File: src/rtl/philo_table_pkg.sv
// Shared definitions for the dining-philosophers table: event types,
// philosopher state encodings and small elaboration-time helpers.
package philo_table_pkg;

    localparam logic TRUE  = 1'b1;
    localparam logic FALSE = 1'b0;

    // Event type carried in the LSB of each FIFO entry.
    localparam logic PHILO_HUNGRY = 1'b0;
    localparam logic PHILO_DONE   = 1'b1;

    typedef enum logic [1:0] {
        THINKING = 2'd0,
        HUNGRY   = 2'd1,
        EATING   = 2'd2
    } philo_state_e;

    // Ceiling log2, never below 1 so it can size a vector directly.
    function automatic int log2(input int value);
        int r;
        r = 0;
        for (int s = 0; s < 31; s++) begin
            if ((1 << s) < value) r = s + 1;
        end
        return (r < 1) ? 1 : r;
    endfunction

    function automatic int max(input int a, input int b);
        return (a > b) ? a : b;
    endfunction

endpackage

File: src/rtl/philo_table_fifo.sv
// First-word-fall-through event FIFO. The head entry is visible on rd_data_o
// whenever the FIFO is not empty; rd_data_o reads zero while empty.
module philo_evt_fifo #(
    parameter int WIDTH = 4,
    parameter int DEPTH = 8
) (
    input  logic             clk,
    input  logic             reset_n,
    input  logic             wr_en_i,
    input  logic [WIDTH-1:0] wr_data_i,
    input  logic             rd_en_i,
    output logic [WIDTH-1:0] rd_data_o,
    output logic             full_o,
    output logic             empty_o
);

    localparam int AW = $clog2(DEPTH);

    logic [WIDTH-1:0] mem_q [DEPTH];
    logic [AW:0]      wr_ptr_q, wr_ptr_d;
    logic [AW:0]      rd_ptr_q, rd_ptr_d;
    logic             do_wr, do_rd;

    assign empty_o   = (wr_ptr_q == rd_ptr_q);
    assign full_o    = (wr_ptr_q[AW] != rd_ptr_q[AW]) &&
                       (wr_ptr_q[AW-1:0] == rd_ptr_q[AW-1:0]);
    assign do_wr     = wr_en_i && !full_o;
    assign do_rd     = rd_en_i && !empty_o;
    assign rd_data_o = empty_o ? '0 : mem_q[rd_ptr_q[AW-1:0]];

    // Pointer advance on accepted write / pop.
    always_comb begin
        wr_ptr_d = wr_ptr_q;
        rd_ptr_d = rd_ptr_q;
        if (do_wr) wr_ptr_d = wr_ptr_q + 1'b1;
        if (do_rd) rd_ptr_d = rd_ptr_q + 1'b1;
    end

    // Pointer registers; reset discards all stored entries.
    always_ff @(posedge clk or negedge reset_n) begin
        if (!reset_n) begin
            wr_ptr_q <= '0;
            rd_ptr_q <= '0;
        end else begin
            wr_ptr_q <= wr_ptr_d;
            rd_ptr_q <= rd_ptr_d;
        end
    end

    // Storage array; contents are only meaningful between the pointers.
    always_ff @(posedge clk) begin
        if (do_wr) mem_q[wr_ptr_q[AW-1:0]] <= wr_data_i;
    end

endmodule

File: src/rtl/philo_table.sv
// N_PHILO philosopher state machines with private timers. Their HUNGRY/DONE
// events wait in a per-philosopher pending slot until a round-robin arbiter
// moves them, tagged with the philosopher id, into one shared event FIFO.
module philo_table
    import philo_table_pkg::*;
#(
    parameter int  N_PHILO    = 5,
    parameter int  EAT_TIME   = 2,
    parameter int  THINK_TIME = 5,
    parameter int  FIFO_DEPTH = 8,
    localparam int ID_W       = log2(N_PHILO)
) (
    input  logic               clk,
    input  logic               reset_n,
    input  logic [N_PHILO-1:0] may_eat,
    output logic [N_PHILO-1:0] hungry,
    input  logic               fout_ack,
    output logic [ID_W:0]      fout_data,
    output logic               fout_empty,
    output logic [N_PHILO-1:0] proto_err
);

    localparam int TMR_W = log2(max(EAT_TIME, THINK_TIME) + 1);

    logic [N_PHILO-1:0] pend_vec;
    logic [N_PHILO-1:0] ptype_vec;
    logic [ID_W-1:0]    rr_q, rr_d;
    logic [ID_W-1:0]    gnt_id;
    logic               gnt_vld;
    logic               fifo_full;

    // Index base+step, wrapped into 0..N_PHILO-1.
    function automatic logic [ID_W-1:0] wrap_idx(input logic [ID_W-1:0] base,
                                                 input int step);
        int s;
        s = int'(base) + step;
        if (s >= N_PHILO) s = s - N_PHILO;
        return s[ID_W-1:0];
    endfunction

    // Grant the first pending philosopher at or after rr_q; full blocks all.
    always_comb begin
        gnt_vld = 1'b0;
        gnt_id  = '0;
        for (int k = N_PHILO - 1; k >= 0; k--) begin
            if (pend_vec[wrap_idx(rr_q, k)] && !fifo_full) begin
                gnt_vld = 1'b1;
                gnt_id  = wrap_idx(rr_q, k);
            end
        end
        rr_d = gnt_vld ? wrap_idx(gnt_id, 1) : rr_q;
    end

    // Round-robin pointer register.
    always_ff @(posedge clk or negedge reset_n) begin
        if (!reset_n) rr_q <= '0;
        else          rr_q <= rr_d;
    end

    for (genvar i = 0; i < N_PHILO; i++) begin : g_philo
        philo_state_e     state_q, state_d;
        logic [TMR_W-1:0] timer_q, timer_d;
        logic             pend_q, pend_d;
        logic             ptype_q, ptype_d;
        logic             perr_q, perr_d;
        logic             gnt_me;

        assign gnt_me = gnt_vld && (gnt_id == ID_W'(i));

        // Timer/state step (frozen while an event waits), then grant handling.
        always_comb begin
            state_d = state_q;
            timer_d = timer_q;
            pend_d  = pend_q;
            ptype_d = ptype_q;
            perr_d  = perr_q;
            if (gnt_me) pend_d = 1'b0;
            if (!pend_q) begin
                if (timer_q != '0) begin
                    timer_d = timer_q - 1'b1;
                end else begin
                    case (state_q)
                        THINKING: begin
                            pend_d  = 1'b1;
                            ptype_d = PHILO_HUNGRY;
                            state_d = HUNGRY;
                        end
                        EATING: begin
                            pend_d  = 1'b1;
                            ptype_d = PHILO_DONE;
                            state_d = THINKING;
                            timer_d = TMR_W'(THINK_TIME);
                        end
                        default: ;
                    endcase
                end
            end
            // A grant applies even with a HUNGRY event still queued here.
            if (may_eat[i]) begin
                if (state_q == HUNGRY) begin
                    state_d = EATING;
                    timer_d = TMR_W'(EAT_TIME);
                end else begin
                    perr_d = 1'b1;
                end
            end
        end

        // Philosopher registers; reset starts a fresh thinking period.
        always_ff @(posedge clk or negedge reset_n) begin
            if (!reset_n) begin
                state_q <= THINKING;
                timer_q <= TMR_W'(THINK_TIME);
                pend_q  <= 1'b0;
                ptype_q <= PHILO_HUNGRY;
                perr_q  <= 1'b0;
            end else begin
                state_q <= state_d;
                timer_q <= timer_d;
                pend_q  <= pend_d;
                ptype_q <= ptype_d;
                perr_q  <= perr_d;
            end
        end

        assign hungry[i]    = (state_q == HUNGRY);
        assign pend_vec[i]  = pend_q;
        assign ptype_vec[i] = ptype_q;
        assign proto_err[i] = perr_q;
    end

    philo_evt_fifo #(
        .WIDTH (ID_W + 1),
        .DEPTH (FIFO_DEPTH)
    ) u_fifo (
        .clk       (clk),
        .reset_n   (reset_n),
        .wr_en_i   (gnt_vld),
        .wr_data_i ({gnt_id, ptype_vec[gnt_id]}),
        .rd_en_i   (fout_ack),
        .rd_data_o (fout_data),
        .full_o    (fifo_full),
        .empty_o   (fout_empty)
    );

endmodule
File: config.mk
export PLATFORM = sky130hd
export DESIGN_NAME = philo_table
export DESIGN_NICKNAME = d
export VERILOG_FILES = /design/src/rtl/philo_table_pkg.sv /design/src/rtl/philo_table_fifo.sv /design/src/rtl/philo_table.sv
export SDC_FILE = /design/constraint.sdc
export NUM_CORES = 1
export LEC_CHECK = 0
export CORE_ASPECT_RATIO = 1.4
export CORE_MARGIN = 2
export CORE_UTILIZATION = 30
export CTS_CLUSTER_DIAMETER = 200
export DETAILED_ROUTE_END_ITERATION = 7
export GPL_ROUTABILITY_DRIVEN = 1
export PLACE_DENSITY = 0.42
export SYNTH_ARGS = -nofsm -noshare
export SYNTH_HDL_FRONTEND = slang
export SYNTH_SLANG_ARGS = --single-unit
File: constraint.sdc
create_clock -name clk -period 4.89 [get_ports clk]
set_input_delay 0.489 -clock clk [delete_from_list [all_inputs] [get_ports clk]]
set_output_delay 0.489 -clock clk [all_outputs]
set_load 0.01 [all_outputs]
==> results of run 1 <==
[final cells by class]
class                           instances  area share [%]
Multi-Input combinational cell        337           45.02
Sequential cell                        83           38.45
Timing Repair Buffer                   35           5.346
Clock buffer                           13           4.641
Tap cell                              203           4.341
Inverter                               29           1.861
Clock inverter                          3          0.3422
[per-stage QoR]
| stage | util (%) | instances |
|---|---|---|
| after floorplan | - | 477 |
| after detailed placement | 33.20 | 687 |
| final | 34.94 | 703 |
| after global placement | 33.20 | 687 |
| after CTS | 34.94 | 703 |
| after global routing | 34.94 | 703 |
[how the worst max path moves through the flow]
stage	start	endpoint	cells past startpoint
floorplan	rr_q[1]	rr_q[1]	17
global placement	rr_q[2]	rr_q[0]	15
global route	rr_q[2]	rr_q[1]	15
CTS	rr_q[2]	rr_q[1]	15
detailed placement	rr_q[2]	rr_q[1]	13
finish	rr_q[2]	rr_q[1]	13
[logic make-up (layout without fill, tap and decap cells)]
| logic type | after synthesis | count (layout) |
|---|---|---|
| flip-flops | 83 | 83 |
| AO/OA/AOI/OAI | 116 | 116 |
| AND/OR/NAND/NOR | 145 | 145 |
| buffers and inverters | 57 | 80 |
| XOR/XNOR | 16 | 16 |
| multiplexers | 33 | 33 |
| adder cells (fa/ha/maj) | 27 | 27 |
[state kept, by name, indices dropped and copies added (netlist names)]
signal / flops
g_philo.ptype_q: 5
g_philo.pend_q: 5
u_fifo.wr_ptr_q: 4
g_philo.state_q: 10
u_fifo.mem_q: 32
rr_q: 3
g_philo.timer_q: 15
u_fifo.rd_ptr_q: 4
g_philo.perr_q: 5
[layer usage]
metal	wire length, um	vias up	global-route usage, %
met5	0	-	0
met1	5063	1792	16.07
met4	314	0	6.264
met2	5993	51	23.72
met3	336	23	2.672
li1	-	1776	-
[cell usage in the layout, fill, tap and decap left out, drive strengths merged, types with 10 or more instances in the layout]
master,n
dfrtp,41
nor2,44
dfstp,10
edfxtp,32
ha,26
o21ai,26
clkbuf,13
a21oi,29
clkdlybuf4s50,21
nor2b,12
nand2,24
nand2b,10
mux2i,13
buf,14
mux4,11
inv,31
==> summary.md, run 1 <==
| Metric | Value |
|---|---|
| Clk_skew | 0.009027 ns |
| # IOs | 23 |
| CTS root buf | clkbuf_16 |
| Worst r2r dst | rr_q[1] |
| Critical-path top delay cell | or4_2 |
| Design Area, Final | approximately 5900 um^2 |
| Synth top area share | 19.95% |
| Dpl hpwl | between 8000 and 9000 um |
| Total negative slack | 0 ns |
| Worst slew pin tran | roughly 1.1 ns |
| Setup ws final | 0.3990 ns |
| Largest net degree at the start of global routing | between 50 and 60 |
| CP delay by family, top | compound AO/OA/AOI/OAI gates |
| Core ar. | ~17000 um^2 |
| Clk Latency, worst-skew pair | 0.34 ns |
| CTS Buffer Depth | 2 |
| H-tree depth | 3 |
| Antenna violations before repair | 0 |
| Area of the multi-input gates | 2634 um^2 |
| Starting DRT DRC Count | about 210 |
| Vias in the first global route | around 3700 |
| Crit path kind | reg -> reg |
| Port Buffers | 22 |
| Crit end category | flop |
| HP Class | in -> async |
| Post-synthesis simple-gate area fraction | 15.62% |
| Final hold violation count | 0 |
| Worst endpoint data arrival time | approximately 4.8 ns |
| Distinct cells, synth | between 70 and 80 |
| Cts bufs inserted | 9 |
| Share of cells above drive strength 1 | between 10% and 20% |
| Period minus WS final | between 4 and 5 ns |
| Final ANT Viol Nets | 0 |
| Fin. max-slew vios | 0 |
| Die Wd | between 100 and 150 um |
| Drt total wl | between 10000 and 15000 um |
| Buffers and inverters on the worst path | 2 |
| CTS tree | yes |
| Ant. Diodes | 0 |
| Post-synth top cells | nor2_1 (44), dfrtp_1 (41), edfxtp_1 (32) |
| Hold Slack | between 0.2 and 0.3 ns |
| Die Height | roughly 160 um |
| Initial core utilization | ~30% |
| Gr ovfl total | 0 |
| Post-placement cell area | 5559 um^2 |
| First-pass GRT wire length | approximately 19000 um |
| Status | complete, no violations |
| Compound-Gate Fraction of Synth Area | roughly 17% |
| RSZ-0062 raised after global routing | no |
| Fillers | about 1700 |
| Synthesized flop and latch total | slightly above 80 |
| Post-Synth XOR/XNOR Area | under 10% |
| Syn_area_per_cell | approximately 11 um^2 |
| Seq/Total Area, Yosys | around 44% |
| MaxCap Viol Count | 0 |
| Relative slew slack | 24.71% |
| Mapped Nets | roughly 510 |
| CTS clock-pin slew for the worst setup and hold paths | roughly 0.060 ns |
| Placer Congestion | around 0.85 |
| Fmax | 222.7 MHz |
| Wire per inst | 16.65 um |
| Critical Path Source Type | flop |
| Worst EP required | 5.16 ns |
| Leading area contributor after synthesis | dfrtp_1 |
| Largest family of logic cells by synthesized area | compound AO/OA/AOI/OAI gates |
| DP Worst Slack | 0.4574 ns |
| Area Growth Syn to Fin | 13.77% |
| Full die area | 18220 um^2 |
| FF-to-FF Start | rr_q[2] |
| Post-synthesis mux area share | 9.538% |
| Async SR Flop Fraction | between 60% and 70% |
| Worst reg2reg path depth | 13 |
| Critical-path cell list | inv_1, ha_1, or3b_1, a21oi_2, or4_2, a222oi_1, nor4_1, o311a_1, inv_1, ha_1, a21oi_1, mux2_2, a21oi_1 |
| Via Count | 3642 |
| Post-synth top flop | dfrtp_1 |
| Worst-path maximum fanout | 17 |
| Post-CTS Setup Bufs | 0 |
| Syn Std Cell Area | slightly above 5000 um^2 |
| Reg2reg setup slack | 0.40 ns |
| Final Net Count | 530 |
| Sequential cell area | about 2200 um^2 |
| Most numerous cell in the Yosys netlist | nor2_1 |
| Vias/cell | between 5 and 6 |
| 1st-pass router iterations | 4 |
| Period utilization | 91.84% |
| Syn Inst Count | 477 |
| Sink Count | 83 |
| Slowest stage delay, CP | ~0.70 ns |
| GR Util All Layers | between 10% and 20% |
| Placement Rows | 56 |
| Setup-failing EPs final | 0 |
| Number of flops mapped to enable cells by yosys | 32 |
| Post_cts resized | 0 |
| Residual DRC | 0 |
| # hold bufs at CTS | 0 |
| Adder-cell area share of the yosys netlist | under 10% |
| Largest cells by area after synthesis | dfrtp_1 (20%), edfxtp_1 (19%), ha_1 (6.3%) |
| Synth warn | 0 |
Power of run 1 is not shown: default switching activity piles up to over one toggle a cycle in this logic, so the estimate is an artifact.
==> run 2: changes to the inputs <==
--- a/config.mk
+++ b/config.mk
@@ -5,13 +5,13 @@
 export SDC_FILE = /design/constraint.sdc
 export NUM_CORES = 1
 export LEC_CHECK = 0
-export CORE_ASPECT_RATIO = 1.4
+export CORE_ASPECT_RATIO = 0.5
 export CORE_MARGIN = 2
-export CORE_UTILIZATION = 30
+export CORE_UTILIZATION = 55
 export CTS_CLUSTER_DIAMETER = 200
 export DETAILED_ROUTE_END_ITERATION = 7
 export GPL_ROUTABILITY_DRIVEN = 1
-export PLACE_DENSITY = 0.42
+export PLACE_DENSITY = 0.71
 export SYNTH_ARGS = -nofsm -noshare
 export SYNTH_HDL_FRONTEND = slang
 export SYNTH_SLANG_ARGS = --single-unit
==> run 2 against run 1 <==
Effect of this change:
- critical path depth is 2 higher
- die area is 44% lower
- highest routed layer unchanged
- utilization increased by 30 points
- clock-buffer cell count is 4 lower
==> summary.md, run 2 (same netlist as run 1, synthesis figures left out) <==
| Metric | Value |
|---|---|
| Sink Count | 83 (unchanged) |
| Placer Congestion | 0.9072 (+6.7%) |
| Vias in the first global route | 3480 (-6.9%) |
| # hold bufs at CTS | 0 (unchanged) |
| DP Worst Slack | 0.2893 ns (-0.1681 ns) |
| Period minus WS final | 4.516 ns (+0.02546 ns) |
| CTS root buf | clkbuf_16 |
| Worst r2r dst | rr_q[1] |
| H-tree depth | 3 (unchanged) |
| First-pass GRT wire length | 17730 um (-8.9%) |
| Area Growth Syn to Fin | 11.80% |
| Reg2reg setup slack | 0.37 ns (-0.03 ns) |
| Vias/cell | 5.915 (+14%) |
| Setup-failing EPs final | 0 (unchanged) |
| Gr ovfl total | 0 (unchanged) |
| Area of the multi-input gates | 2636 um^2 (about the same) |
| Crit end category | flop |
| Total negative slack | 0 ns (unchanged) |
| Worst EP required | 5.15 ns (about the same) |
| Status | complete, no violations |
| Worst setup path start | rr_q[0] |
| Commonest non-fill, non-tap cells in the layout | nor2_1 (44), dfrtp_1 (41), edfxtp_1 (32) |
| Wire per inst | 17.10 um (+2.7%) |
| Sequential cell area | 2250 um^2 (unchanged) |
| Setup ws final | 0.3735 ns (-0.02546 ns) |
| Clk Latency, worst-skew pair | 0.34 ns (about the same) |
| Antenna violations before repair | 0 (unchanged) |
| # IOs | 23 (unchanged) |
| Fin. max-slew vios | 0 (unchanged) |
| Cts bufs inserted | 9 (unchanged) |
| Final ANT Viol Nets | 0 (unchanged) |
| Critical path's most frequent cell | ha_1 |
| HP Class | in -> async |
| Die Wd | 140.7 um (+23%) |
| Ant. Diodes | 0 (unchanged) |
| Post_cts resized | 0 (unchanged) |
| RSZ-0062 raised after global routing | no |
| Starting DRT DRC Count | 326 (+56%) |
| CTS Buffer Depth | 2 (unchanged) |
| CTS tree | yes |
| Post-CTS Setup Bufs | 0 (unchanged) |
| Relative slew slack | 26.65% (+1.9 points) |
| Worst endpoint data arrival time | 4.78 ns (+0.02 ns) |
| Largest net degree at the start of global routing | 52 (unchanged) |
| Share of cells above drive strength 1 | 15.52% (-0.28 points) |
| Port Buffers | 22 (unchanged) |
| Dpl hpwl | 7373 um (-13%) |
| GR Util All Layers | 22.39% (+8.7 points) |
| Critical Path Source Type | flop |
| Drt total wl | 10480 um (-10%) |
| Via Count | 3626 (-0.44%) |
| Commonest non-fill, non-tap cell in the layout | nor2_1 |
| Fillers | 702 (-58%) |
| Critical-path cell list | buf_4, ha_1, and3b_1, or4_1, and3_4, mux2_4, a41oi_4, nor3_1, a21boi_2, inv_1, ha_1, ha_1, a21oi_1, mux2_2, a21oi_1 |
| Placement Rows | 24 (-57%) |
| Residual DRC | 0 (unchanged) |
| Final hold violation count | 0 (unchanged) |
| Worst reg2reg path depth | 15 (+2) |
| Critical-path top delay cell | or4_1 |
| Clk_skew | 0.008002 ns (-0.001025 ns) |
| Worst-path maximum fanout | 31 (+14) |
| FF-to-FF Start | rr_q[0] |
| Slowest stage delay, CP | 0.51 ns (-0.19 ns) |
| Worst slew pin tran | 1.085 ns (-0.02870 ns) |
| Fin util | 64.68% (+30 points) |
| Core ar. | 8889 um^2 (-47%) |
| Max FFs per register | 32 (unchanged) |
| Die Height | 72.38 um (-54%) |
| Initial core utilization | 57.85% (+27 points) |
| Fmax | 221.4 MHz (-0.56%) |
| MaxCap Viol Count | 0 (unchanged) |
| CTS clock-pin slew for the worst setup and hold paths | 0.07 ns (about the same) |
| 1st-pass router iterations | 5 (+1) |
| Full die area | 10190 um^2 (-44%) |
| Period utilization | 92.36% (+0.52 points) |
| Crit path kind | reg -> reg |
| Final Net Count | 526 (-0.75%) |
-- run 2: cell types whose count changed in the layout (fill, tap and decap cells not counted), sizes merged --
cell and delta:
clkbuf -4, clkinv +1, buf -4, clkinvlp +1, bufinv +2
-- run 2: worst max-delay path: cells and delay by family (launching register included) --
kind	cells	cell delay, ns
and+or+nand+nor	4	1.03
muxes	2	0.67
AOI/OAI and AO/OA	4	0.89
buffers and inverters	2	0.48
adders and majority gates	3	0.95
DFF	1	0.39
-- run 2: cell type report --
cell class | instances | share of cell area (%)
Clock inverter | 7 | 1.741
Inverter | 29 | 1.893
Sequential cell | 83 | 39.13
Clock buffer | 9 | 3.917
Timing Repair Buffer | 31 | 4.918
Multi-Input combinational cell | 337 | 45.85
Tap cell | 117 | 2.546
-- run 2: metrics by stage --
step	std cells	hold slack, ns	area, um^2
after global placement	597	0.4568	5421
after CTS	613	0.2915	5747
after global routing	613	0.3331	5749
after detailed placement	597	0.4559	5421
final	613	0.2580	5749
after floorplan	477	0.1934	5142
-- run 2: routing by layer --
metal	GRT usage [%]	vias to the layer above	share of wire (%)
li1	-	1765	-
met1	33.05	1772	50
met2	34.80	85	44
met3	4.818	4	5.1
met4	4.333	0	0.48
met5	0	-	0
-- run 2: worst max-delay path by stage --
stage / end / cells past startpoint
CTS: rr_q[1] / 15
global route: rr_q[1] / 15
finish: rr_q[1] / 15
detailed placement: rr_q[1] / 15
floorplan: rr_q[1] / 17
global placement: rr_q[1] / 15
Power of run 2 is left out for the same reason.
